--- config.mk ---
export PLATFORM = sky130hd
export DESIGN_NAME = srff_ctrl
export DESIGN_NICKNAME = d
export VERILOG_FILES = /design/src/rtl/srff_ctrl.sv
export SDC_FILE = /design/constraint.sdc
export NUM_CORES = 1
export LEC_CHECK = 0
export CORE_ASPECT_RATIO = 1.25
export CORE_MARGIN = 1.5
export CORE_UTILIZATION = 44
export CTS_BUF_LIST = sky130_fd_sc_hd__clkbuf_8
export DETAILED_ROUTE_END_ITERATION = 10
export PLACE_DENSITY_LB_ADDON = 0.08
export REMOVE_ABC_BUFFERS = 1
export SYNTH_ARGS = -nofsm -noshare
export SYNTH_HDL_FRONTEND = slang
export SYNTH_SLANG_ARGS = --single-unit
--- constraint.sdc ---
create_clock -name clk -period 3.1 [get_ports clk]
set_input_delay 0.775 -clock clk [delete_from_list [all_inputs] [get_ports clk]]
set_output_delay 0.775 -clock clk [all_outputs]
set_load 0.1 [all_outputs]
--- src/rtl/srff_ctrl.sv ---
// rtl/srff_ctrl.sv - command-side s/r pulse driver with readback, retry and status response
module srff_ctrl #(
  parameter int PULSE_W   = 1,
  parameter int SETTLE    = 2,
  parameter int MAX_RETRY = 2,
  parameter int CNT_W     = 8
) (
  input  logic             clk,
  input  logic             rst,
  input  logic             req_valid,
  input  logic [1:0]       req_cmd,
  output logic             req_ready,
  output logic             s,
  output logic             r,
  input  logic             q_fb,
  input  logic             qbar_fb,
  output logic             rsp_valid,
  input  logic             rsp_ready,
  output logic             rsp_ok,
  output logic             rsp_q,
  output logic [1:0]       rsp_tries,
  output logic [CNT_W-1:0] err_cnt
);

  localparam int TMR_MAX = (PULSE_W > SETTLE) ? PULSE_W : SETTLE;
  localparam int TMR_W   = $clog2(TMR_MAX + 1);
  localparam int TRY_W   = $clog2(MAX_RETRY + 2) + 1;

  localparam logic [1:0] CMD_HOLD  = 2'b00;
  localparam logic [1:0] CMD_CLEAR = 2'b01;
  localparam logic [1:0] CMD_SET   = 2'b10;

  typedef enum logic [2:0] {
    ST_IDLE,
    ST_DRIVE,
    ST_SETTLE,
    ST_CHECK,
    ST_RSP
  } state_t;

  state_t             state_q, state_d;
  logic [TMR_W-1:0]   tmr_q, tmr_d;
  logic [TRY_W-1:0]   tries_q, tries_d;
  logic               exp_q, exp_d;
  logic               hold_q, hold_d;
  logic               s_q, s_d;
  logic               r_q, r_d;
  logic               req_ready_q, req_ready_d;
  logic               rsp_valid_q, rsp_valid_d;
  logic               rsp_ok_q, rsp_ok_d;
  logic               rsp_q_q, rsp_q_d;
  logic [1:0]         rsp_tries_q, rsp_tries_d;
  logic [CNT_W-1:0]   err_cnt_q, err_cnt_d;
  logic               match;
  logic [1:0]         tries_sat;

  // Attempt count as reported: the 2-bit field sticks at 3.
  always_comb begin
    tries_sat = (tries_q > TRY_W'(3)) ? 2'd3 : tries_q[1:0];
  end

  // Next-state and registered-output computation; s/r derive from the next state so they
  // can never both be high and fall together with the DRIVE window.
  always_comb begin
    state_d     = state_q;
    tmr_d       = tmr_q;
    tries_d     = tries_q;
    exp_d       = exp_q;
    hold_d      = hold_q;
    rsp_valid_d = rsp_valid_q;
    rsp_ok_d    = rsp_ok_q;
    rsp_q_d     = rsp_q_q;
    rsp_tries_d = rsp_tries_q;
    err_cnt_d   = err_cnt_q;
    match       = (q_fb == exp_q) && (qbar_fb == ~exp_q);

    case (state_q)
      ST_IDLE: begin
        if (req_valid && req_ready_q) begin
          hold_d  = (req_cmd == CMD_HOLD);
          tries_d = '0;
          case (req_cmd)
            CMD_SET:   exp_d = 1'b1;
            CMD_CLEAR: exp_d = 1'b0;
            CMD_HOLD:  exp_d = q_fb;
            default:   exp_d = ~q_fb;
          endcase
          if (req_cmd == CMD_HOLD) begin
            state_d = ST_SETTLE;
            tmr_d   = TMR_W'(SETTLE - 1);
          end else begin
            state_d = ST_DRIVE;
            tmr_d   = TMR_W'(PULSE_W - 1);
            tries_d = TRY_W'(1);
          end
        end
      end
      ST_DRIVE: begin
        if (tmr_q == '0) begin
          state_d = ST_SETTLE;
          tmr_d   = TMR_W'(SETTLE - 1);
        end else begin
          tmr_d = tmr_q - TMR_W'(1);
        end
      end
      ST_SETTLE: begin
        if (tmr_q == '0) begin
          state_d = ST_CHECK;
        end else begin
          tmr_d = tmr_q - TMR_W'(1);
        end
      end
      ST_CHECK: begin
        if (match) begin
          state_d     = ST_RSP;
          rsp_valid_d = 1'b1;
          rsp_ok_d    = 1'b1;
          rsp_q_d     = q_fb;
          rsp_tries_d = tries_sat;
        end else if (!hold_q && (tries_q <= TRY_W'(MAX_RETRY))) begin
          // Retry drives toward the value latched at accept, not a fresh readback.
          state_d = ST_DRIVE;
          tmr_d   = TMR_W'(PULSE_W - 1);
          tries_d = tries_q + TRY_W'(1);
        end else begin
          state_d     = ST_RSP;
          rsp_valid_d = 1'b1;
          rsp_ok_d    = 1'b0;
          rsp_q_d     = q_fb;
          rsp_tries_d = tries_sat;
          if (err_cnt_q != '1) begin
            err_cnt_d = err_cnt_q + CNT_W'(1);
          end
        end
      end
      ST_RSP: begin
        if (rsp_ready) begin
          state_d     = ST_IDLE;
          rsp_valid_d = 1'b0;
        end
      end
      default: begin
        state_d = ST_IDLE;
      end
    endcase

    s_d         = (state_d == ST_DRIVE) &&  exp_d;
    r_d         = (state_d == ST_DRIVE) && !exp_d;
    req_ready_d = (state_d == ST_IDLE);
  end

  // State and output registers; reset clears s/r immediately without waiting for a clock.
  always_ff @(posedge clk or negedge rst) begin
    if (!rst) begin
      state_q     <= ST_IDLE;
      tmr_q       <= '0;
      tries_q     <= '0;
      exp_q       <= 1'b0;
      hold_q      <= 1'b0;
      s_q         <= 1'b0;
      r_q         <= 1'b0;
      req_ready_q <= 1'b1;
      rsp_valid_q <= 1'b0;
      rsp_ok_q    <= 1'b0;
      rsp_q_q     <= 1'b0;
      rsp_tries_q <= 2'd0;
      err_cnt_q   <= '0;
    end else begin
      state_q     <= state_d;
      tmr_q       <= tmr_d;
      tries_q     <= tries_d;
      exp_q       <= exp_d;
      hold_q      <= hold_d;
      s_q         <= s_d;
      r_q         <= r_d;
      req_ready_q <= req_ready_d;
      rsp_valid_q <= rsp_valid_d;
      rsp_ok_q    <= rsp_ok_d;
      rsp_q_q     <= rsp_q_d;
      rsp_tries_q <= rsp_tries_d;
      err_cnt_q   <= err_cnt_d;
    end
  end

  assign req_ready = req_ready_q;
  assign s         = s_q;
  assign r         = r_q;
  assign rsp_valid = rsp_valid_q;
  assign rsp_ok    = rsp_ok_q;
  assign rsp_q     = rsp_q_q;
  assign rsp_tries = rsp_tries_q;
  assign err_cnt   = err_cnt_q;

endmodule

* Yosys cells after proc, flatten, opt, wreduce, memory -nomap -nowiden
Cells that the tools add are included.
** Cells by class
- Magnitude comparators :: 2
- Reduce and logical (&&, ||, !) cells :: 20
- Mux-type cells :: 34
- Bitwise operators :: 4
- Add/sub/neg operators :: 3
- Equality and inequality tests :: 17
** Operators by type and width (number)
- two-way mux 3 bit :: 9
- two-way mux 2 bit :: 9
- case mux 3 bit (5 select lines) :: 1
- != test 2 bit, second input constant :: 6
- two-way mux 1 bit :: 11
- adder 8 x 1 -> 8 bit, second input constant :: 1
- != test 8 bit, second input constant :: 1
- case mux 2 bit (4 select lines) :: 1
- AND reduction 4 bit :: 2
- == test 3 x 1 -> 1 bit, second input constant :: 2
- == test 3 x 2 -> 1 bit, second input constant :: 2
- zero test 3 bit :: 2
- case mux 3 bit (2 select lines) :: 1
- logical AND 1 bit :: 5
- AND reduction 5 bit :: 1
- zero test 2 bit :: 2
- NOT 1 bit :: 4
- AND reduction 2 bit :: 2
- nonzero test 2 bit :: 2
- nonzero test 4 bit :: 1
- adder 3 x 1 -> 3 bit, second input constant :: 1
- == test 3 bit, second input constant :: 1
- > comparator 3 x 2 -> 1 bit, second input constant :: 1
- less-or-equal comparator 3 x 2 -> 1 bit, second input constant :: 1
- 9 further kinds :: 11
** Word-level totals
- Logic and storage cells :: 93
- Input port bits :: 8
- Bits in registers :: 26

* Longest topological paths before layout
- Depth in word-level cells :: 7
- Gate-level depth with buffers :: 7
- Mapped depth without buffers :: 7

* Least setup slack after synthesis
No wires, ideal clock.
- Path kind :: register -> register
- Start :: reg err_cnt_q[0] (netlist: err_cnt[0])
- End :: reg err_cnt_q[1] (netlist: err_cnt[1])
- Period minus slack after synthesis :: 2.273 ns
- Arrival :: 2.147 ns
- Library setup time :: 0.126 ns
- Data required time :: 2.974 ns
- Setup slack :: 0.827 ns
- Stages on the path, launching flop included :: 6
- Buffers on the path :: 0
- Path through :: dfrtp_1 > ha_1 > nand4_1 > nor2_1 > or3_4 > mux2_4
** On the way
- Word-level cells in the longest chain between the ends :: 2
- Elaborated cells on any way between the ends :: 3
** Ends and longest elaborated chain
- from (decl) :: line 53 : logic [CNT_W-1:0] err_cnt_q, err_cnt_d;
- from (signal assigned) :: line 181 : err_cnt_q <= err_cnt_d;
- branches (longest 2 deep; another with adder 8 x 1 -> 8 bit)
Several ways; the timed one is not identified.
A chain may end at the register's enable or synchronous reset.

* Final worst setup path
- Start :: in q_fb
- End :: reg err_cnt_q[1] (netlist: err_cnt[1])
** On the way
- Word-level cells in the longest chain between the ends :: 4
** Ends and longest elaborated chain
- from (decl) :: line 15 : input logic q_fb,
- == test 1 bit :: line 75 : match = (q_fb == exp_q) && (qbar_fb == ~exp_q);
- logical AND 1 bit :: line 75
- NOT 1 bit (no source line)
- AND reduction 4 bit (no source line)
No other way between the ends.

==> metrics.txt <==
# TYPE chip_impl_metric gauge
chip_impl_info{name="run_status",value="complete, no violations"} 1
chip_impl_info{name="library_cell_with_the_largest_summed_area_after_synthesis",value="sky130_fd_sc_hd__dfrtp_1"} 1
chip_impl_metric{name="detailedPlacementHpwl",unit="mm"} 2.144
chip_impl_info{name="rsz0062_at_grt",value="false"} 1
chip_impl_info{name="critical_path_s_slowest_cell",value="sky130_fd_sc_hd__or3b_2"} 1
chip_impl_metric{name="max_cap_viol_count",unit=""} 0
chip_impl_metric{name="detail_route.vias_per_cell",unit=""} 5.661
chip_impl_metric{name="cts-resized-gates",unit=""} 0
chip_impl_metric{name="path_clk_slew",unit="ps"} 80
chip_impl_metric{name="fp.dieH",unit="um"} 66.10
chip_impl_metric{name="antenna_left",unit=""} 0
chip_impl_info{name="ys_top_cells_by_count",value="sky130_fd_sc_hd__dfrtp_1, sky130_fd_sc_hd__nand2_1, sky130_fd_sc_hd__inv_1, sky130_fd_sc_hd__nor2_1, sky130_fd_sc_hd__o21ai_0"} 1
chip_impl_metric{name="slew_viol_final",unit=""} 0
chip_impl_metric{name="reg2reg_slack",unit="ps"} 1110
chip_impl_metric{name="drc",unit=""} 0
chip_impl_metric{name="yosysUniqueCellTypes",unit=""} 48
chip_impl_metric{name="timing.final.crit_share",unit=""} 0.7689
chip_impl_metric{name="postSynthAreaPerCell",unit="um2"} 10.78
chip_impl_metric{name="yosysWarnings",unit=""} 0
chip_impl_info{name="worstPathCellList",value="clkdlybuf4s50_1 > or3b_2 > nand2b_1 > or3_4 > mux2_4"} 1
chip_impl_metric{name="critical_path_required",unit="ps"} 3250
chip_impl_metric{name="maximum_level_of_the_cts_h_tree",unit=""} 1
chip_impl_metric{name="sequential_cell_area_fraction_in_the_yosys_report",unit=""} 0.4652
chip_impl_metric{name="number_of_global_route_vias_before_repair",unit=""} 1111
chip_impl_metric{name="flow.area_growth_from_synthesis",unit="%"} 19.91
chip_impl_metric{name="wl",unit="mm"} 2.786
chip_impl_info{name="cp-start-kind",value="primary input"} 1
chip_impl_metric{name="num_antenna_cells",unit=""} 0
chip_impl_info{name="worst_r2r_endpoint",value="err_cnt[1]"} 1
chip_impl_metric{name="pin_count_of_the_biggest_net_entering_global_routing",unit=""} 27
chip_impl_metric{name="worst_hold_slack",unit="ps"} 485.6
chip_impl_info{name="synth.area.top_cells",value="sky130_fd_sc_hd__dfrtp_1, sky130_fd_sc_hd__ha_1, sky130_fd_sc_hd__xor2_1"} 1
chip_impl_metric{name="die_ar",unit="mm2"} 0.003534
chip_impl_metric{name="cts-root-to-sink-buffers",unit=""} 2
chip_impl_metric{name="routabilityCongestion",unit=""} 0.7854
chip_impl_metric{name="fmax",unit="MHz"} 419.5
chip_impl_metric{name="dpl_worst_slack",unit="ps"} 449.5
chip_impl_metric{name="clock_skew",unit="ps"} 2.852
chip_impl_metric{name="wl_per_cell",unit="um"} 14.51
chip_impl_info{name="crit_type",value="primary input to register"} 1
chip_impl_metric{name="setup_viol_count_final",unit=""} 0
chip_impl_metric{name="boundaryPins",unit=""} 24
chip_impl_metric{name="number_of_buffers_added_on_ports",unit=""} 23
chip_impl_info{name="cp-end-kind",value="register"} 1
chip_impl_metric{name="standard_cell_core_area",unit="mm2"} 0.002973
chip_impl_metric{name="cts_buffers",unit=""} 3
chip_impl_metric{name="finalSetupTns",unit="ps"} 0
chip_impl_metric{name="final_period_minus_worst_setup_slack",unit="ps"} 2384
chip_impl_metric{name="post-route-worst-setup-slack",unit="ps"} 716.5
chip_impl_info{name="whs_endpoint",value="rsp_valid"} 1
chip_impl_metric{name="worst_skew_pair.late_latency",unit="ps"} 260
chip_impl_metric{name="path_max_fanout",unit=""} 9
chip_impl_metric{name="placementRows",unit=""} 22
chip_impl_metric{name="grt_first_pass_wirelength",unit="mm"} 4.809
chip_impl_metric{name="grt.overflow.total",unit=""} 0
chip_impl_info{name="min_from",value="rsp_valid"} 1
chip_impl_info{name="clock_tree.root_cell",value="sky130_fd_sc_hd__clkbuf_8"} 1
chip_impl_info{name="timing.hold.worst.class",value="register to register"} 1
chip_impl_metric{name="number_of_synthesized_flops_with_an_enable_pin",unit=""} 0
chip_impl_metric{name="cts_sinks",unit=""} 26
chip_impl_metric{name="die_w",unit="um"} 53.48
chip_impl_metric{name="synth_cells",unit=""} 130
chip_impl_info{name="tritoncts",value="done"} 1
chip_impl_metric{name="critical_path.max_stage_delay",unit="ps"} 500
chip_impl_info{name="crit-reg2reg-launch",value="tries_q[0]"} 1
chip_impl_metric{name="synth_top_area_frac",unit=""} 0.4464
chip_impl_metric{name="cp.arrival",unit="ps"} 2540
chip_impl_info{name="synth_ff_type",value="sky130_fd_sc_hd__dfrtp_1"} 1
chip_impl_metric{name="nets",unit=""} 171
chip_impl_metric{name="fillers",unit=""} 268
chip_impl_metric{name="fraction_of_layout_instances_using_a_drive_strength_above_1",unit=""} 0.2372
chip_impl_metric{name="timing_hold_violations_final",unit=""} 0
chip_impl_metric{name="grt_usage",unit=""} 0.1833
chip_impl_info{name="synth_most_common_cell",value="sky130_fd_sc_hd__dfrtp_1"} 1
chip_impl_metric{name="worst_slew_margin_rel",unit=""} 0.6974
chip_impl_metric{name="initial_antenna_violation_count",unit=""} 0
chip_impl_metric{name="vias",unit=""} 1087
chip_impl_metric{name="worst-slew-pin-transition",unit="ps"} 453.9
chip_impl_info{name="setup.worst_path.start",value="q_fb"} 1
chip_impl_metric{name="synthArstFlopShare",unit=""} 1.000
chip_impl_metric{name="post_cts.repair.setup_buffers",unit=""} 0
chip_impl_metric{name="dr.pass1.iters",unit=""} 4
chip_impl_metric{name="worstHoldPathCells",unit=""} 2
chip_impl_metric{name="postSynthRegisterBits",unit=""} 26
chip_impl_metric{name="r2r.worst_path.cells",unit=""} 6
chip_impl_metric{name="cts_hold_buf",unit=""} 0
chip_impl_metric{name="post_synth_instance_area",unit="mm2"} 0.001401
chip_impl_metric{name="drt_iter0_drc",unit=""} 33
chip_impl_metric{name="start_util",unit=""} 0.4714
==> kinds of logic (layout without fill, tap and decap cells) <==
logic type | after synthesis | count (layout) | share of synthesized area
buf+inv | 10 | 36 | 0.02767
fa+ha+maj | 6 | 6 | 0.05357
flops | 26 | 26 | 0.4652
compound gates | 25 | 25 | 0.1312
xor+xnor | 6 | 6 | 0.03750
mux | 6 | 6 | 0.04910
simple gates | 51 | 51 | 0.2357
==> stage by stage <==
step,std cells,instance area [um2],utilization
finish,192,1680,0.5652
global route,192,1680,0.5652
CTS,192,1680,0.5652
detailed placement,188,1635,0.5501
global placement,188,1635,0.5501
floorplan,128,1393,-
==> per-layer routing <==
metal / global-route usage / vias to the layer above / share of wire
met5: 0 / - / 0
met4: 0.08333 / 0 / 0.020
met3: 0.02036 / 6 / 0.031
met2: 0.3179 / 21 / 0.51
met1: 0.2211 / 530 / 0.44
li1: - / 530 / -
==> how the worst max path moves through the flow <==
stage	endpoint	cells after the start	slack, ps
3_3_place_gp	err_cnt[1]	5	500
3_5_place_dp	err_cnt[1]	5	450
4_1_cts	err_cnt[1]	5	740
6_report	err_cnt[1]	5	720
2_1_floorplan	err_cnt[1]	5	830
5_1_grt	r	5	620
==> worst max-delay path, delay by kind of cell <==
kind,cells,cell delay [ps]
AND/OR/NAND/NOR,3,980
buffers and inverters,1,490
multiplexers,1,290
==> final cells by class <==
cell class / count / area (um2) / share of cell area
sequential: 26 / 651.9 / 0.3879
clock buffer: 3 / 41.29 / 0.02457
tap: 36 / 45.04 / 0.02681
multi-input combinational: 94 / 710.7 / 0.4229
clock inverter: 1 / 3.754 / 0.002234
timing repair buffer: 24 / 197.7 / 0.1176
inverter: 8 / 30.03 / 0.01787
==> cells in the final DEF (no fill, tap or decap), types with 2 or more instances in the layout <==
cell                              count
sky130_fd_sc_hd__clkbuf_8             3
sky130_fd_sc_hd__nor2_1               8
sky130_fd_sc_hd__inv_1                9
sky130_fd_sc_hd__buf_4               17
sky130_fd_sc_hd__ha_1                 6
sky130_fd_sc_hd__and2b_2              2
sky130_fd_sc_hd__nand3_1              7
sky130_fd_sc_hd__a22oi_1              2
sky130_fd_sc_hd__dfrtp_1             25
sky130_fd_sc_hd__a21oi_1              3
sky130_fd_sc_hd__o21ai_0              8
sky130_fd_sc_hd__nor4_1               3
sky130_fd_sc_hd__nand2_1              9
sky130_fd_sc_hd__nor3_1               2
sky130_fd_sc_hd__nand4_1              2
sky130_fd_sc_hd__mux2i_1              2
sky130_fd_sc_hd__xor2_1               5
sky130_fd_sc_hd__clkdlybuf4s50_1      7
sky130_fd_sc_hd__o22ai_1              2
sky130_fd_sc_hd__mux2_2               3
sky130_fd_sc_hd__and3_1               2
sky130_fd_sc_hd__a211oi_1             2
==> registers in the layout (all words and copies together) (netlist names), 2 cells and up <==
| register | count |
|---|---|
| err_cnt | 8 |
| rsp_tries | 2 |
| tmr_q | 2 |
| state_q | 3 |
| tries_q | 3 |
Power is left out: the tool's default activity adds up to more than one toggle a clock period on the data nets, which glitch-free logic cannot reach.
==> patch, RTL diff (same flow settings) <==
The parameter `CNT_W` goes from 8 to 6.
--- a/src/rtl/srff_ctrl.sv
+++ b/src/rtl/srff_ctrl.sv
@@ -3,7 +3,7 @@
   parameter int PULSE_W   = 1,
   parameter int SETTLE    = 2,
   parameter int MAX_RETRY = 2,
-  parameter int CNT_W     = 8
+  parameter int CNT_W     = 6
 ) (
   input  logic             clk,
   input  logic             rst,
Ports: changed (resized err_cnt); port bits go from 24 to 22. No check against the original RTL was run, so the function may have changed too.
==> patch against the unedited design <==
Routed wire length fell by 2.9%; clock skew fell by 0.00066 ns; design area fell by 6.1%; register-to-register slack improved by 0.14 ns; global-route usage rose by 0.39 points; synthesized area fell by 6.3%; sequential share of layout area fell by 0.65 points; setup slack improved by 0.089 ns; sequential cell count fell by 2; critical endpoint is now tmr_q[1].
Power is not shown: default switching activity piles up to over one toggle a cycle in this logic, so the estimate is an artifact.
==> patch: results (changes against the unedited design) <==
| Metric | Value |
|---|---|
| Status | `finished, final reports clean` |
| Slowest cell on crit path | `clkdlybuf4s50_1` |
| DPL Wire Length | `2113 um (-1.5%)` |
| First-pass GRT wire length | `4671 um (-2.9%)` |
| Setup Skew | `0.002191 ns (-0.0006609 ns)` |
| NumNets Final | `166 (-2.9%)` |
| Ranking of synthesized cells by area | `dfrtp_1 (44%), ha_1 (5.7%), nand2_1 (3.4%)` |
| Crit path DAT | `2.45 ns (-0.09 ns)` |
| Initial antenna violation count | `0 (unchanged)` |
| Vias in the first global route | `1,046 (-5.9%)` |
| WHS Path Cells | `1 (-1)` |
| CTS resizes | `0 (unchanged)` |
| FFs w/ async S/R, synth | `100.0% (unchanged)` |
| Post-synthesis sequential area ratio | `45.85% (-0.66 points)` |
| Yosys cell types | `37 (-23%)` |
| Worst skew pair latency | `0.26 ns (about the same)` |
| CTS buffer count | `3 (unchanged)` |
| Worst r2r src | `err_cnt[0]` |
| Slew headroom | `65.83% (-3.9 points)` |
| Adder-Cell Fraction of Synth Area | `5.720% (+0.36 points)` |
| Hold crit path type | `reg2reg` |
| Synth Warn # | `0 (unchanged)` |
| Hold EP | `rsp_ok` |
| H-tree levels | `1 (unchanged)` |
| Setup TNS | `0 ns (unchanged)` |
| Crit-path leading delay family | `simple AND/OR/NAND/NOR gates` |
| Initial DRC count | `12 (-64%)` |
| Post-CTS Setup Repair Bufs | `0 (unchanged)` |
| Worst reg2reg endpoint | `err_cnt[5]` |
| 1st-pass router iterations | `4 (unchanged)` |
| Layout cell share with drive strength beyond 1 | `19.87% (-3.9 points)` |
| CTS Root Buffer Type | `clkbuf_8` |
| PortBufs | `21 (-8.7%)` |
| CP Max Fanout | `5 (-4)` |
| Synth cell count leaders | `dfrtp_1 (23), nand2_1 (12), inv_1 (11), nand3_1 (8), o21ai_0 (8)` |
| End point of the critical path | `tmr_q[1]` |
| Max reg flops | `6 (-2)` |
| Synth Area in Compound Gates | `12.49% (-0.64 points)` |
| Worst-case reg-to-reg path depth | `5 (-1)` |
| XOR/XNOR share of the synthesized area | `3.337% (-0.41 points)` |
| Final GP Congestion | `0.8209 (+4.5%)` |
| Clock Pin Slew Worst Setup and Hold Paths | `0.08 ns (about the same)` |
| Crit-path max cell delay | `0.47 ns (-0.03 ns)` |
| Total inserted antenna cells | `0 (unchanged)` |
| Multiplexer area fraction after synthesis | `6.006% (+1.1 points)` |
| Hold Startpoint | `rsp_ok` |
| Overall Global Routing Usage | `18.72% (+0.39 points)` |
| Drt total wl | `2705 um (-2.9%)` |
| Reg2reg setup slack | `1.25 ns (+0.14 ns)` |
| Largest net degree at the start of global routing | `25 (-7.4%)` |
| Vias/cell | `5.455 (-3.7%)` |
## patch: worst reg2reg max path, stage by stage (launching register included)
cell and delay, ns:
dfrtp_1 0.44, ha_1 0.24, and3_1 0.19, and3_1 0.23
nor4b_1 0.50, xor2_1 0.12
## patch: cell type report
class,count,area (um^2)
Multi-Input combinational cell,90,651.9
Timing Repair Buffer,22,182.7
Inverter,11,41.29
Sequential cell,24,601.8
Tap cell,36,45.04
Fill cell,282,1313
Clock buffer,4,55.05
## patch: through the flow
step	std cells	hold slack (ns)	setup slack [ns]	instance area, um^2
2_1_floorplan	125	0.4794	0.8833	1295
3_3_place_gp	183	0.4961	0.5470	1523
3_5_place_dp	183	0.4972	0.5128	1523
4_1_cts	187	0.5161	0.8076	1578
5_1_grt	187	0.5357	0.7627	1578
6_report	187	0.5080	0.8058	1578
## patch: per-layer routing
layer	routed length (um)	global-route usage [%]	up-vias
met5	0	0	-
met4	55	8.882	0
li1	-	-	500
met2	1409	31.17	16
met3	61	2.804	5
met1	1178	23.18	499
